--- config.mk ---
export PLATFORM = sky130hd
export DESIGN_NAME = toggle_window_counter
export DESIGN_NICKNAME = d
export VERILOG_FILES = /design/src/rtl/toggle_window_counter.sv
export SDC_FILE = /design/constraint.sdc
export NUM_CORES = 1
export LEC_CHECK = 0
export CAP_MARGIN = 20
export CORE_MARGIN = 3
export CORE_UTILIZATION = 54
export CTS_BUF_LIST = sky130_fd_sc_hd__clkbuf_16
export DETAILED_ROUTE_END_ITERATION = 12
export GPL_TIMING_DRIVEN = 0
export PLACE_DENSITY = 0.78
export SYNTH_ARGS = -nofsm -noshare
export SYNTH_HDL_FRONTEND = slang
export SYNTH_SLANG_ARGS = --single-unit
--- constraint.sdc ---
create_clock -name clock -period 2.6 [get_ports clock]
set_input_delay 0.52 -clock clock [delete_from_list [all_inputs] [get_ports clock]]
set_output_delay 0.52 -clock clock [all_outputs]
set_load 0.05 [all_outputs]
--- src/rtl/toggle_window_counter.sv ---
// Toggle monitor: one-cycle rise/fall pulses plus a gated transition count
// taken over a fixed window of WINDOW clock edges after an accepted start.
module toggle_window_counter #(
  parameter int CNT_W  = 8,
  parameter int WINDOW = 16,
  parameter int WIN_W  = 16
) (
  input  logic             clock,
  input  logic             reset,
  input  logic             sig,
  input  logic             en,
  input  logic             start,
  output logic             rise,
  output logic             fall,
  output logic             busy,
  output logic             done,
  output logic [CNT_W-1:0] count,
  output logic             ovf
);

  typedef enum logic [1:0] {IDLE, MEASURE, DONE} state_t;

  localparam logic [CNT_W-1:0] CNT_MAX  = '1;
  localparam logic [WIN_W-1:0] WIN_LOAD = WIN_W'(WINDOW - 1);

  state_t             state_q, state_d;
  logic               sig_q, sig_d;
  logic               primed_q, primed_d;
  logic               rise_q, rise_d;
  logic               fall_q, fall_d;
  logic               busy_q, busy_d;
  logic               done_q, done_d;
  logic               ovf_q, ovf_d;
  logic [CNT_W-1:0]   count_q, count_d;
  logic [WIN_W-1:0]   win_q, win_d;
  logic               trans;

  always_comb begin
    sig_d    = sig;
    primed_d = 1'b1;
    // primed masks the first edge so sig=1 out of reset is not seen as a rise
    trans    = primed_q & (sig ^ sig_q);
    rise_d   = primed_q & sig & ~sig_q;
    fall_d   = primed_q & ~sig & sig_q;

    state_d  = state_q;
    count_d  = count_q;
    ovf_d    = ovf_q;
    win_d    = win_q;
    busy_d   = busy_q;
    done_d   = 1'b0;

    case (state_q)
      IDLE: begin
        if (start) begin
          state_d = MEASURE;
          count_d = '0;
          ovf_d   = 1'b0;
          win_d   = WIN_LOAD;
          busy_d  = 1'b1;
        end
      end
      MEASURE: begin
        if (trans && en) begin
          if (count_q == CNT_MAX) begin
            ovf_d = 1'b1;
          end else begin
            count_d = count_q + CNT_W'(1);
          end
        end
        // the edge that sees the window counter at zero is the last one counted
        if (win_q == '0) begin
          state_d = DONE;
          busy_d  = 1'b0;
          done_d  = 1'b1;
        end else begin
          win_d = win_q - WIN_W'(1);
        end
      end
      DONE: begin
        state_d = IDLE;
      end
      default: begin
        state_d = IDLE;
        busy_d  = 1'b0;
      end
    endcase
  end

  always_ff @(posedge clock) begin
    if (!reset) begin
      state_q  <= IDLE;
      sig_q    <= 1'b0;
      primed_q <= 1'b0;
      rise_q   <= 1'b0;
      fall_q   <= 1'b0;
      busy_q   <= 1'b0;
      done_q   <= 1'b0;
      ovf_q    <= 1'b0;
      count_q  <= '0;
      win_q    <= '0;
    end else begin
      state_q  <= state_d;
      sig_q    <= sig_d;
      primed_q <= primed_d;
      rise_q   <= rise_d;
      fall_q   <= fall_d;
      busy_q   <= busy_d;
      done_q   <= done_d;
      ovf_q    <= ovf_d;
      count_q  <= count_d;
      win_q    <= win_d;
    end
  end

  assign rise  = rise_q;
  assign fall  = fall_q;
  assign busy  = busy_q;
  assign done  = done_q;
  assign count = count_q;
  assign ovf   = ovf_q;

endmodule

==> flow_summary.toml, run 1 <==
[grt]
grt_max_degree = 11
grt_pass1_vias = 1398
grt_pass1_wl_um = 6010
grt_antenna_before_repair = 0
grtUsageTotal_pct = 22.5
gr-total-overflow = 0

[pwr]
design_power_total_mw = 1.80
power_switching_uw = 633
seq_power_share_pct = 36.1
pwr-share-comb_pct = 33.4
leakage_nw = 0.735
clkPwrFrac_pct = 30.5
power_density_nw_per_um2 = 946
swShare_pct = 35.2
ir_drop_v = 0.000849
p_int_mw = 1.16

[hold_path]
hp-start = "sig_q"
hp-class = "reg2reg"
whs_endpoint = "rise"
min_path_cells = 1

[clocking]
hold_buffers = 0
htree_levels = 2
clock_latency_ns = 0.28
clk_pin_slew_ns = 0.05
cts_buffer_depth = 2
ctsResizeCount = 0
cts_buffers = 5
post_cts_buffers = 0
root_buffer = "clkbuf_16"
cts_tree = "done"
cts_sinks = 33

[worst_setup_path]
cp_max_fo = 4
cpMaxStageDelayCell = "or4b_4"
path_cells = "inv_1 > ha_1 > or4b_4 > or2_4 > o311ai_2 > xor2_1 > a21boi_1"
reg2reg_to = "win_q[2]"
startpoint_type = "flip-flop"
r2r_cells = 7
cp.arrival_ns = 2.24
worstPathRequired_ns = 2.76
reg2reg_from = "win_q[0]"
slowest_delay_ns = 0.52
critPathCaptureType = "flip-flop"
rrSetupSlack_ns = 0.51
path_class = "reg2reg"

[drt]
dr_total_vias = 1390
first_pass_iters = 4
viasPerCell = 6.04
drtAntennaViolNets = 0
routedWlPerCell_um = 14.9
drt-initial-drc-count = 72
drcViolationCount = 0
wl_um = 3420

[outcome]
status = "finished, final reports clean"

[yosys]
ys_ff_latch = 33
synth.avg_cell_area_um2 = 8.88
synth_top_flop_cell = "dfxtp_1"
synth_common_cells = "dfxtp_1, nor2_1, nand2_1, nand3_1, xor2_1"
yosys.area.top_type = "dfxtp_1"
yosysUniqueCellTypes = 46
synth_edf_count = 0
ys_warn_count = 0
synth_top_cell_area_share_pct = 42.5
postSynth.asyncResetShare_pct = 0
synth_cells = 175
synth.most_common_cell = "dfxtp_1"
seq_area_frac_synth_pct = 42.5
synth.area.top_cells = "dfxtp_1, xor2_1, nor2_1, nand3_1, nand2_1"
netlist_area_um2 = 1550
synth_nets = 182

[sta]
setup-tns-final_ns = 0
setup_viol = 0
period_share_pct = 80.4
post-route-worst-setup-slack_ns = 0.510
rsz0062_at_grt = "no"
tightest_slew_ns = 0.504
drv_slew = 0
hold_viol = 0
max-slew-margin-rel_pct = 66.1
fmax_ghz = 0.479
finClkSkew_ns = 0.00998
finalCriticalPeriod_ns = 2.09
whs_ns = 0.460

[floorplan]
initial_core_util_pct = 59.5
pin_count = 18
core_um2 = 2610
die_x_um = 59.6
die_height_um = 59.6
die-area_um2 = 3560
rows = 18

[placement]
placed_cell_area_um2 = 1760
place_ws_ns = 0.304
gp_congestion = 0.792
portBuffers = 17
numPlacedInstances = 222
dpl.hpwl_um = 2470

[layout]
fin_cells = 230
final_core_util_pct = 72.7
syn2layout_area_growth_pct = 22.3
drive_gt1_share_pct = 8.50
design_area_um2 = 1900
final_nets = 206
n_antenna_cell = 0

[job]
maxCapViolations = 0
==> per-layer routing <==
layer | share of wire, % | wire length (µm) | vias up | track usage (%)
met2 | 50 | 1720 | 38 | 39.0
met3 | 5.4 | 184 | 7 | 7.84
met4 | 1.5 | 51 | 0 | 8.54
met1 | 43 | 1460 | 664 | 25.1
li1 | - | - | 681 | -
met5 | 0 | 0 | - | 0
==> power groups by stage <==
| stage | sequential [mW] | clock (mW) | combinational [mW] |
|---|---|---|---|
| after floorplan | 0.662 | 0 | 0.453 |
| after global placement | 0.651 | 0 | 0.572 |
| after detailed placement | 0.656 | 0 | 0.591 |
| after CTS | 0.647 | 0.561 | 0.599 |
| after global routing | 0.660 | 0.581 | 0.660 |
| final | 0.649 | 0.548 | 0.600 |
==> cell type report <==
type | count | area [µm²]
buffer | 4 | 16.3
sequential | 33 | 661
tap | 30 | 37.5
inverter | 2 | 7.51
clock inverter | 3 | 13.8
multi-input combinational | 136 | 870
clock buffer | 5 | 125
timing repair buffer | 17 | 170
fill | 213 | 712
==> worst max-delay path, delay by kind of cell, from the launching register on <==
kind / cells / cell delay [ns]
xor gates and xnor gates: 1 / 0.19
adders and majority gates: 1 / 0.23
and+or+nand+nor: 2 / 0.79
DFF: 1 / 0.32
AOI/OAI and AO/OA: 2 / 0.36
buffers and inverters: 1 / 0.08
==> kinds of logic after synthesis <==
group / count (synthesis) / synth area share, %
XOR/XNOR: 13 / 7.33
AO/OA/AOI/OAI: 31 / 14.0
flip-flops: 33 / 42.5
AND/OR/NAND/NOR: 89 / 32.3
multiplexers: 1 / 0.725
adder cells (fa/ha/maj): 2 / 1.61
buffers and inverters: 6 / 1.53
==> worst max-delay path by stage <==
stage,start,endpoint,depth (start not counted)
CTS,win_q[0],win_q[2],7
detailed placement,sig,count[7],6
global placement,sig,count[7],6
global route,win_q[0],win_q[2],7
finish,win_q[0],win_q[2],7
floorplan,win_q[0],win_q[2],7
==> registers in the layout, indices dropped and copies added (netlist names) <==
register,flops
rise,1
ovf,1
sig_q,1
busy,1
count,8
fall,1
primed_q,1
done,1
state_q,2
win_q,16
==> placed cells by master, fill, tap and decap left out, drive strengths merged, types with 3 or more instances in the layout <==
cell type      instances
dfxtp                 33
nor2                  21
clkdlybuf4s50         17
nand2                 14
xor2                  11
nand3                 11
a21oi                  9
clkbuf                 9
nor3                   8
and3                   7
o21ai                  7
or3                    5
and2                   4
nand4                  4
inv                    3
a21boi                 3
No activity file was read; power rests on OpenSTA's default activity.
==> run 2, diff against run 1 <==
Clock period 2.6 ns to 2.1 ns, I/O delays scaled along.
==> run 2 against run 1 <==
  * First-iteration DRC count rose by 49%
  * Final area rose by 0.66%
  * Fmax rose by 4.6%
  * Worst setup slack got worse by 0.41 ns
  * Combinational power rose by 27%
  * Flip-flop and latch count did not move
  * Clock skew barely moved
  * Die area did not move
  * Clock-buffer cell count did not move
  * Via count fell by 0.29%
  * Sequential power rose by 24%
  * Critical endpoint unchanged
  * Highest routed layer unchanged
==> flow_summary.toml, run 2 (synthesis gave the netlist of run 1 again) <==
[outcome]
status = "finished, final reports clean"

[grt]
grt_pass1_vias = 1398
grt_pass1_wl_um = 6010
grt_max_degree = 11
grt_antenna_before_repair = 0
gr-total-overflow = 0
grtUsageTotal_pct = 22.5

[drt]
dr_total_vias = 1386
wl_um = 3470
drt-initial-drc-count = 107
viasPerCell = 6.03
routedWlPerCell_um = 15.1
first_pass_iters = 4
drcViolationCount = 0
drtAntennaViolNets = 0

[worst_setup_path]
reg2reg_to = "win_q[2]"
r2r_cells = 7
cp_top_family = "simple AND/OR/NAND/NOR gates"
reg2reg_from = "win_q[0]"
cp_num_buf_inv = 1
worstPathRequired_ns = 2.26
critPathCaptureType = "flip-flop"
path_cells = "inv_2 > ha_4 > or4b_4 > or2_4 > o311ai_2 > xor2_1 > a21boi_1"
rrSetupSlack_ns = 0.10
cp.arrival_ns = 2.15
cp_max_fo = 4
startpoint_type = "flip-flop"
cpMaxStageDelayCell = "or4b_4"
slowest_delay_ns = 0.49
path_class = "reg2reg"

[sta]
drv_slew = 0
period_share_pct = 95.2
max-slew-margin-rel_pct = 66.0
tightest_slew_ns = 0.506
setup-tns-final_ns = 0
rsz0062_at_grt = "no"
hold_viol = 0
setup_viol = 0
fmax_ghz = 0.500
post-route-worst-setup-slack_ns = 0.102
finClkSkew_ns = 0.00968
finalCriticalPeriod_ns = 2.00

[floorplan]
rows = 18
initial_core_util_pct = 59.5
pin_count = 18
core_um2 = 2610
die-area_um2 = 3560
die_height_um = 59.6
die_x_um = 59.6

[clocking]
cts_tree = "done"
cts_sinks = 33
hold_buffers = 0
post_cts_buffers = 0
cts_buffer_depth = 2
htree_levels = 2
clock_latency_ns = 0.28
clk_pin_slew_ns = 0.05
cts_buffers = 5
root_buffer = "clkbuf_16"

[layout]
fillers = 211
syn2layout_area_growth_pct = 23.1
final_nets = 206
largest_reg_flops = 16
drive_gt1_share_pct = 9.50
final_core_util_pct = 73.2
layout_commonest_cell = "dfxtp_1"
top_register = "win_q"
n_antenna_cell = 0
final_cell_mix = "dfxtp_1, nor2_1, clkdlybuf4s50_1, nand2_1"
fin_cells = 230

[hold_path]
whs_endpoint = "rise"
hp-class = "reg2reg"
hp-start = "sig_q"
min_path_cells = 1

[pwr]
ir_drop_v = 0.00105
design_power_total_mw = 2.24
power_density_nw_per_um2 = 1170
leakage_nw = 0.735

[placement]
portBuffers = 17
dpl.hpwl_um = 2470
gp_congestion = 0.792
place_ws_ns = -0.0959
numPlacedInstances = 222

[job]
maxCapViolations = 0
[run 2: cell types whose count changed in the layout (fill, tap and decap cells not counted)]
cell	before	now
inv_2	0	1
ha_4	0	1
ha_1	2	1
inv_1	3	2
[run 2: layer usage]
metal  vias up  routed length (µm)  GRT usage [%]
li1        683                   -              -
met1       666                1450           25.1
met2        32                1780           39.0
met3         5                 182           7.84
met4         0                  53           8.54
met5         -                   0              0
[run 2: per-stage QoR]
stage | area, µm² | hold WS, ns
final | 1910 | 0.460
after global routing | 1910 | 0.496
after CTS | 1900 | 0.459
after detailed placement | 1760 | 0.453
after global placement | 1760 | 0.442
after floorplan | 1550 | 0.430
[run 2: worst reg2reg max path, delay by kind of cell (launching register included)]
family | cells | cell delay [ns]
adders and majority gates | 1 | 0.15
DFF | 1 | 0.33
and+or+nand+nor | 2 | 0.76
buffers and inverters | 1 | 0.09
AOI/OAI and AO/OA | 2 | 0.36
xor gates and xnor gates | 1 | 0.19
[run 2: layout make-up]
| class | instances | area (µm²) | share of cell area (%) |
|---|---|---|---|
| sequential | 33 | 661 | 34.5 |
| buffer | 4 | 16.3 | 0.850 |
| tap | 30 | 37.5 | 1.96 |
| timing repair buffer | 17 | 170 | 8.89 |
| clock inverter | 3 | 13.8 | 0.719 |
| clock buffer | 5 | 125 | 6.54 |
| multi-input combinational | 136 | 882 | 46.1 |
| inverter | 2 | 7.51 | 0.392 |
[run 2: report_power, final]
| group | internal [mW] | switching [mW] |
|---|---|---|
| Sequential | 0.713 | 0.0914 |
| Combinational | 0.310 | 0.450 |
| Clock | 0.429 | 0.251 |
| Total | 1.45 | 0.792 |
[run 2: what timing repair did]
item,in CTS,in global routing
resized for setup,1,2
pin swaps,0,1
setup endpoints to repair,1,2
[run 2: worst max path at each step]
stage | from | endpoint | slack, ns | cells after the start
CTS | win_q[0] | win_q[2] | 0.02 | 7
detailed placement | sig | count[7] | -0.1 | 6
global route | win_q[1] | win_q[2] | 0.003 | 7
global placement | sig | count[7] | -0.07 | 6
floorplan | win_q[0] | win_q[2] | 0.19 | 7
finish | win_q[0] | win_q[2] | 0.10 | 7
